File: config.mk
export PLATFORM = sky130hd
export DESIGN_NAME = instr_loader_flat
export DESIGN_NICKNAME = d
export VERILOG_FILES = /design/src/rtl/instr_loader_if.sv /design/src/rtl/instr_loader.sv /design/src/flat_wrapper.sv
export SDC_FILE = /design/constraint.sdc
export NUM_CORES = 1
export LEC_CHECK = 0
export CAP_MARGIN = 0
export CORE_MARGIN = 5
export CORE_UTILIZATION = 61
export DETAILED_ROUTE_END_ITERATION = 12
export PLACE_DENSITY_LB_ADDON = 0.3
export SLEW_MARGIN = 10
export SYNTH_ARGS = -nofsm -noshare
export SYNTH_HDL_FRONTEND = slang
export SYNTH_SLANG_ARGS = --single-unit
File: constraint.sdc
create_clock -name clk_i -period 11.3 [get_ports clk_i]
set_clock_uncertainty 0.1 [all_clocks]
set_input_delay 2.825 -clock clk_i [delete_from_list [all_inputs] [get_ports clk_i]]
set_output_delay 2.825 -clock clk_i [all_outputs]
set_load 0.02 [all_outputs]
File: src/rtl/instr_loader_if.sv
// Byte-stream and instruction-write signals between the host side and instr_loader.
// The host/bench drives through master; the loader connects through slave.
interface instr_loader_if #(
  parameter int ADDR_W = 10
);
  logic              start_i;
  logic              byte_valid_i;
  logic [7:0]        byte_i;
  logic              byte_ready_o;
  logic              wr_instr_en_o;
  logic [31:0]       wr_instr_o;
  logic [ADDR_W-1:0] wr_addr_o;
  logic              run_o;
  logic              err_o;

  modport master (
    output start_i, byte_valid_i, byte_i,
    input  byte_ready_o, wr_instr_en_o, wr_instr_o, wr_addr_o, run_o, err_o
  );

  modport slave (
    input  start_i, byte_valid_i, byte_i,
    output byte_ready_o, wr_instr_en_o, wr_instr_o, wr_addr_o, run_o, err_o
  );
endinterface

File: src/rtl/instr_loader.sv
// Boot-time loader: parses a 16-bit LE word count, then assembles LE bytes into
// 32-bit instructions and strobes each one into CPU instruction memory.
module instr_loader #(
  parameter int MAX_WORDS      = 1024,
  parameter int TIMEOUT_CYCLES = 65535,
  parameter int ADDR_W         = $clog2(MAX_WORDS)
) (
  input  logic            clk_i,
  input  logic            rst_i,
  instr_loader_if.slave   bus
);

  localparam int              GAP_W    = $clog2(TIMEOUT_CYCLES + 1);
  localparam logic [GAP_W-1:0] GAP_LAST = GAP_W'(TIMEOUT_CYCLES - 1);
  localparam logic [15:0]     MAX_CNT  = 16'(MAX_WORDS);

  typedef enum logic [2:0] {
    S_IDLE,
    S_CNT_LO,
    S_CNT_HI,
    S_LOAD,
    S_DONE,
    S_ERR
  } state_e;

  state_e              state_q, state_d;
  logic [15:0]         cnt_q, cnt_d;
  logic [23:0]         asm_q, asm_d;
  logic [1:0]          byte_idx_q, byte_idx_d;
  logic [ADDR_W:0]     word_idx_q, word_idx_d;
  logic [GAP_W-1:0]    gap_q, gap_d;
  logic                wr_en_q, wr_en_d;
  logic [31:0]         wr_instr_q, wr_instr_d;
  logic [ADDR_W-1:0]   wr_addr_q, wr_addr_d;

  logic        ready;
  logic        accept;
  logic [15:0] cnt_new;
  logic        last_word;

  assign ready     = (state_q == S_CNT_LO) || (state_q == S_CNT_HI) || (state_q == S_LOAD);
  assign accept    = ready && bus.byte_valid_i;
  assign cnt_new   = {bus.byte_i, cnt_q[7:0]};
  // word_idx is one bit wider than the address so a full MAX_WORDS load cannot wrap
  assign last_word = ((16'(word_idx_q) + 16'd1) == cnt_q);

  always_comb begin
    state_d    = state_q;
    cnt_d      = cnt_q;
    asm_d      = asm_q;
    byte_idx_d = byte_idx_q;
    word_idx_d = word_idx_q;
    gap_d      = gap_q;
    wr_en_d    = 1'b0;
    wr_instr_d = wr_instr_q;
    wr_addr_d  = wr_addr_q;

    case (state_q)
      S_IDLE, S_DONE, S_ERR: begin
        gap_d = '0;
        if (bus.start_i) state_d = S_CNT_LO;
      end

      S_CNT_LO: begin
        gap_d = '0;
        if (accept) begin
          cnt_d[7:0] = bus.byte_i;
          state_d    = S_CNT_HI;
        end
      end

      S_CNT_HI: begin
        if (accept) begin
          cnt_d[15:8] = bus.byte_i;
          gap_d       = '0;
          if (cnt_new == 16'd0) begin
            state_d = S_DONE;
          end else if (cnt_new > MAX_CNT) begin
            state_d = S_ERR;
          end else begin
            state_d    = S_LOAD;
            word_idx_d = '0;
            byte_idx_d = '0;
          end
        end else if (gap_q == GAP_LAST) begin
          state_d = S_ERR;
        end else begin
          gap_d = gap_q + 1'b1;
        end
      end

      S_LOAD: begin
        if (accept) begin
          gap_d      = '0;
          byte_idx_d = byte_idx_q + 2'd1;
          case (byte_idx_q)
            2'd0: asm_d[7:0]   = bus.byte_i;
            2'd1: asm_d[15:8]  = bus.byte_i;
            2'd2: asm_d[23:16] = bus.byte_i;
            default: begin
              wr_en_d    = 1'b1;
              wr_instr_d = {bus.byte_i, asm_q};
              wr_addr_d  = word_idx_q[ADDR_W-1:0];
              word_idx_d = word_idx_q + 1'b1;
              if (last_word) state_d = S_DONE;
            end
          endcase
        end else if (gap_q == GAP_LAST) begin
          // a stalled partial word is simply abandoned; nothing is strobed
          state_d = S_ERR;
        end else begin
          gap_d = gap_q + 1'b1;
        end
      end

      default: state_d = S_IDLE;
    endcase
  end

  always_ff @(posedge clk_i or posedge rst_i) begin
    if (rst_i) begin
      state_q    <= S_IDLE;
      cnt_q      <= '0;
      asm_q      <= '0;
      byte_idx_q <= '0;
      word_idx_q <= '0;
      gap_q      <= '0;
      wr_en_q    <= 1'b0;
      wr_instr_q <= '0;
      wr_addr_q  <= '0;
    end else begin
      state_q    <= state_d;
      cnt_q      <= cnt_d;
      asm_q      <= asm_d;
      byte_idx_q <= byte_idx_d;
      word_idx_q <= word_idx_d;
      gap_q      <= gap_d;
      wr_en_q    <= wr_en_d;
      wr_instr_q <= wr_instr_d;
      wr_addr_q  <= wr_addr_d;
    end
  end

  assign bus.byte_ready_o  = ready;
  assign bus.wr_instr_en_o = wr_en_q;
  assign bus.wr_instr_o    = wr_instr_q;
  assign bus.wr_addr_o     = wr_addr_q;
  assign bus.run_o         = (state_q == S_DONE);
  assign bus.err_o         = (state_q == S_ERR);

endmodule

File: src/flat_wrapper.sv
// flat-port wrapper written by rule: the top's interface ports become plain ports
module instr_loader_flat 
#(
  parameter int MAX_WORDS      = 1024,
  parameter int TIMEOUT_CYCLES = 65535,
  parameter int ADDR_W         = $clog2(MAX_WORDS)
)
  (clk_i, rst_i, bus_start_i, bus_byte_valid_i, bus_byte_i, bus_byte_ready_o, bus_wr_instr_en_o, bus_wr_instr_o, bus_wr_addr_o, bus_run_o, bus_err_o);
  instr_loader_if #(.ADDR_W(ADDR_W)) bus_i ();
  input  logic clk_i;
  input  logic rst_i;
  input wire logic [$bits(bus_i.start_i)-1:0] bus_start_i;
  input wire logic [$bits(bus_i.byte_valid_i)-1:0] bus_byte_valid_i;
  input wire logic [$bits(bus_i.byte_i)-1:0] bus_byte_i;
  output wire logic [$bits(bus_i.byte_ready_o)-1:0] bus_byte_ready_o;
  output wire logic [$bits(bus_i.wr_instr_en_o)-1:0] bus_wr_instr_en_o;
  output wire logic [$bits(bus_i.wr_instr_o)-1:0] bus_wr_instr_o;
  output wire logic [$bits(bus_i.wr_addr_o)-1:0] bus_wr_addr_o;
  output wire logic [$bits(bus_i.run_o)-1:0] bus_run_o;
  output wire logic [$bits(bus_i.err_o)-1:0] bus_err_o;
  assign bus_i.start_i = bus_start_i;
  assign bus_i.byte_valid_i = bus_byte_valid_i;
  assign bus_i.byte_i = bus_byte_i;
  assign bus_byte_ready_o = bus_i.byte_ready_o;
  assign bus_wr_instr_en_o = bus_i.wr_instr_en_o;
  assign bus_wr_instr_o = bus_i.wr_instr_o;
  assign bus_wr_addr_o = bus_i.wr_addr_o;
  assign bus_run_o = bus_i.run_o;
  assign bus_err_o = bus_i.err_o;
  instr_loader #(.MAX_WORDS(MAX_WORDS), .TIMEOUT_CYCLES(TIMEOUT_CYCLES), .ADDR_W(ADDR_W)) u_core (.clk_i(clk_i), .rst_i(rst_i), .bus(bus_i));
endmodule
==> summary.txt <==
core area - 8720 um2
vias in the first global route - 4,397
Port-buffer cells - 57
grt total ovfl - 0
Final ANT Viol Nets - 0
multi-input logic area - 2420 um2
status - finished clean
Post-Synthesis Cells - 547
share of cells above drive strength 1 - 14.3%
Mapped Area - 5460 um2
fin crit share - 46.9%
maximum clock frequency - 189 MHz
r2r startpoint - u_core.state_q[1]
Pleak - 0.00306 uW
placed insts - 691
chip width - 105 um
Final Setup Violations - 0
Worst EP required - 8.38 ns
Synth Flop Type - dfrtp_1
CTS tree - built
CP top delay family - flip-flops
Post-CTS Repair Setup Buffers - 0
Final Hold Vio Count - 0
GRT Total Usage - 25.3%
ys async rst share - 100%
Area contributors post-synth - dfrtp_1 (53%), nand2_1 (10%), mux2_2 (7.8%)
global-route wire length before repair - 22.3 mm
HPWL Detailed - 8.18 mm
I/O pins - 58
Sink Count - 115
Slew Limit Fails - 0
Yosys reg bits - 115
latest clock arrival within the worst-skew pair - 0.52 ns
final WL - 13.2 mm
initial antenna violation count - 0
Hold Crit Class - reg2reg
Critical path buffers and inverters - 2
EDFF count, synth - 0
R2R setup slack - 8.23 ns
DR pass1 iterations - 5
crit start category - flop
post-layout instance area - 6760 um2
die area - 10,900 um2
RSZ-0062 raised after global routing - no
Hold Path Origin - u_core.bus.wr_addr_o[6]
FF+latch area - 2880 um2
share of the synthesized area in the top cell type - 52.7%
Antenna diodes - 0
Worst VDD drop - 0.200 mV
DRC viols - 0
Worst Hold Path EP - u_core.bus.wr_addr_o[6]
total number of vias - 4,369
sequential area share after synthesis - 52.7%
Critical Path, Cell by Cell - inv_1 -> and3_1 -> clkdlybuf4s50_1
fill cell count - 520
cell at the slowest stage of the critical path - dfrtp_1
syn_area_per_cell - 9.98 um2
critical path endpoint category - output port
H-tree depth - 4
clock root cell - clkbuf_8
hold_buf cts - 0
slew at the pin with the worst max-slew slack - 1.03 ns
Cell variety after synth - 59
GPL Wtd Cong - 0.882
vias per inst - 6.04
Slew headroom - 31.6%
reg2reg end - u_core.word_idx_q[10]
Net count, final - 621
Reg2Reg Depth - 7
Iter 0 DRT Violations - 384
area leader, netlist - dfrtp_1
P&R area growth vs syn - 23.9%
Finished Layout Cells - 723
Max-Cap Viols - 0
CTS Buf Count - 17
CP max stage delay - 0.87 ns
Setup Total Neg Slack - 0 ns
WL/cell - 18.3 um
Data arrival, critical path - 2.37 ns
Setup CP Type - reg2out
crit path time final - 5.30 ns
chip height - 105 um
synthesized net count - 566
clk slew on worst S/H paths - 0.06 ns
# rows - 34
largest fanout on the critical path - 25
largest net degree at the start of global routing - 84
Longest Clk Path Bufs - 2
yosys warns - 0
power per cell area - 279 nW/um2
Starting Density - 62.6%
hold path depth - 2
area post-placement - 6090 um2
post_cts resized - 0
==> worst min-delay path: stages (launching register included) <==
cell and delay, ns:
dfrtp_1 0.34, nand2_1 0.05, nand2_1 0.05
==> metrics by stage <==
| stage | hold WS (ns) | power (uW) | worst slack (ns) | utilization (%) |
|---|---|---|---|---|
| 2_1_floorplan | 0.333 | 1040 | 5.33 | - |
| 3_3_place_gp | 0.345 | 1230 | 5.92 | 69.8 |
| 3_5_place_dp | 0.354 | 1250 | 5.78 | 69.8 |
| 4_1_cts | 0.373 | 1890 | 6.03 | 77.6 |
| 5_1_grt | 0.397 | 1980 | 5.93 | 77.6 |
| 6_report | 0.370 | 1880 | 6.00 | 77.6 |
==> placed cells by master (no fill, tap or decap), types with 3 or more instances in the layout <==
cell / synthesis / layout
o21a_1: 3 / 3
a21oi_1: 16 / 16
nor3_1: 6 / 6
nand2b_1: 10 / 10
xor2_1: 5 / 5
clkinv_4: 0 / 3
clkbuf_16: 0 / 16
ha_1: 7 / 7
a211oi_1: 8 / 8
o211ai_1: 3 / 3
and3_1: 6 / 6
nand4_1: 9 / 9
nand3_1: 10 / 10
buf_4: 1 / 4
nand2_1: 145 / 145
nor2_1: 30 / 30
inv_1: 12 / 11
dfrtp_1: 115 / 115
nor4_1: 8 / 8
o21ai_0: 20 / 20
and2_1: 5 / 5
xnor2_1: 16 / 16
clkdlybuf4s50_1: 0 / 57
a2111oi_2: 3 / 3
bufinv_16: 0 / 6
a31oi_1: 7 / 7
mux2_2: 38 / 38
==> registers in the layout, summed over array words and instances, names as in the netlist <==
signal,count
u_core.bus.wr_instr_o,32
u_core.asm_q,24
u_core.cnt_q,16
u_core.gap_q,16
u_core.word_idx_q,11
u_core.bus.wr_addr_o,10
u_core.state_q,3
u_core.byte_idx_q,2
u_core.bus.wr_instr_en_o,1
==> worst max path at each step <==
stage                            startpoint                     to  slack [ns]  cells past startpoint
after floorplan                       rst_i        u_core.asm_q[0]        5.33                      1
after global placement        bus_byte_i[0]   u_core.word_idx_q[1]        5.92                      7
after detailed placement   bus_byte_valid_i  u_core.word_idx_q[10]        5.78                      8
after CTS                 u_core.state_q[1]              bus_err_o        6.03                      3
after global routing      u_core.state_q[1]              bus_err_o        5.93                      3
final                     u_core.state_q[1]              bus_err_o        6.00                      3
==> metal layers <==
metal	track usage [%]	wire length, um	share of wire (%)
met1	33.2	5560	42
met4	11.1	316	2.4
met2	39.9	6570	50
met3	6.54	802	6.1
met5	0	0	0
==> final cells by class <==
type	count	share of cell area (%)
Sequential cell	115	42.5
Multi-Input combinational cell	394	35.8
Timing Repair Buffer	61	8.88
Clock buffer	18	6.33
Clock inverter	14	3.70
Tap cell	108	2.00
Inverter	13	0.758
==> cell families (layout without fill, tap and decap cells) <==
group	count (synthesis)	in the layout	synth area share, %
AO/OA/AOI/OAI	84	84	11.0
XOR/XNOR	21	21	3.37
adder cells (fa/ha/maj)	7	7	1.60
buffers and inverters	38	106	2.91
flip-flops	115	115	52.7
multiplexers	41	41	8.48
AND/OR/NAND/NOR	241	241	19.9
==> synthesized netlist by cell type (2+ instances only) <==
| library cell | instances |
|---|---|
| a21o_1 | 2 |
| buf_2 | 3 |
| o22ai_1 | 2 |
| and3b_1 | 2 |
| o41ai_1 | 2 |
| xnor2_1 | 16 |
| and3_1 | 6 |
| clkbuf_1 | 19 |
| mux2i_1 | 2 |
| nor3_1 | 6 |
| inv_1 | 12 |
| nand4_1 | 9 |
| nor2_1 | 30 |
| nor3_2 | 2 |
| a211oi_1 | 8 |
| a21oi_1 | 16 |
| mux2_2 | 38 |
| o21ai_0 | 20 |
| ha_1 | 7 |
| dfrtp_1 | 115 |
| o2111ai_1 | 2 |
| a2111oi_2 | 3 |
| nor4_1 | 8 |
| nand3_1 | 10 |
| or3_1 | 2 |
| o21a_1 | 3 |
| o211ai_1 | 3 |
| and2_1 | 5 |
| nand2_1 | 145 |
| nand2b_1 | 10 |
| xor2_1 | 5 |
| a31oi_1 | 7 |
==> report_power, final <==
part           total (uW)  internal [uW]  switching, uW
registers             694            557            137
clock network         614            412            202
logic                 576            273            303
total                1880           1240            641
Power figures use the tool's default switching activity.
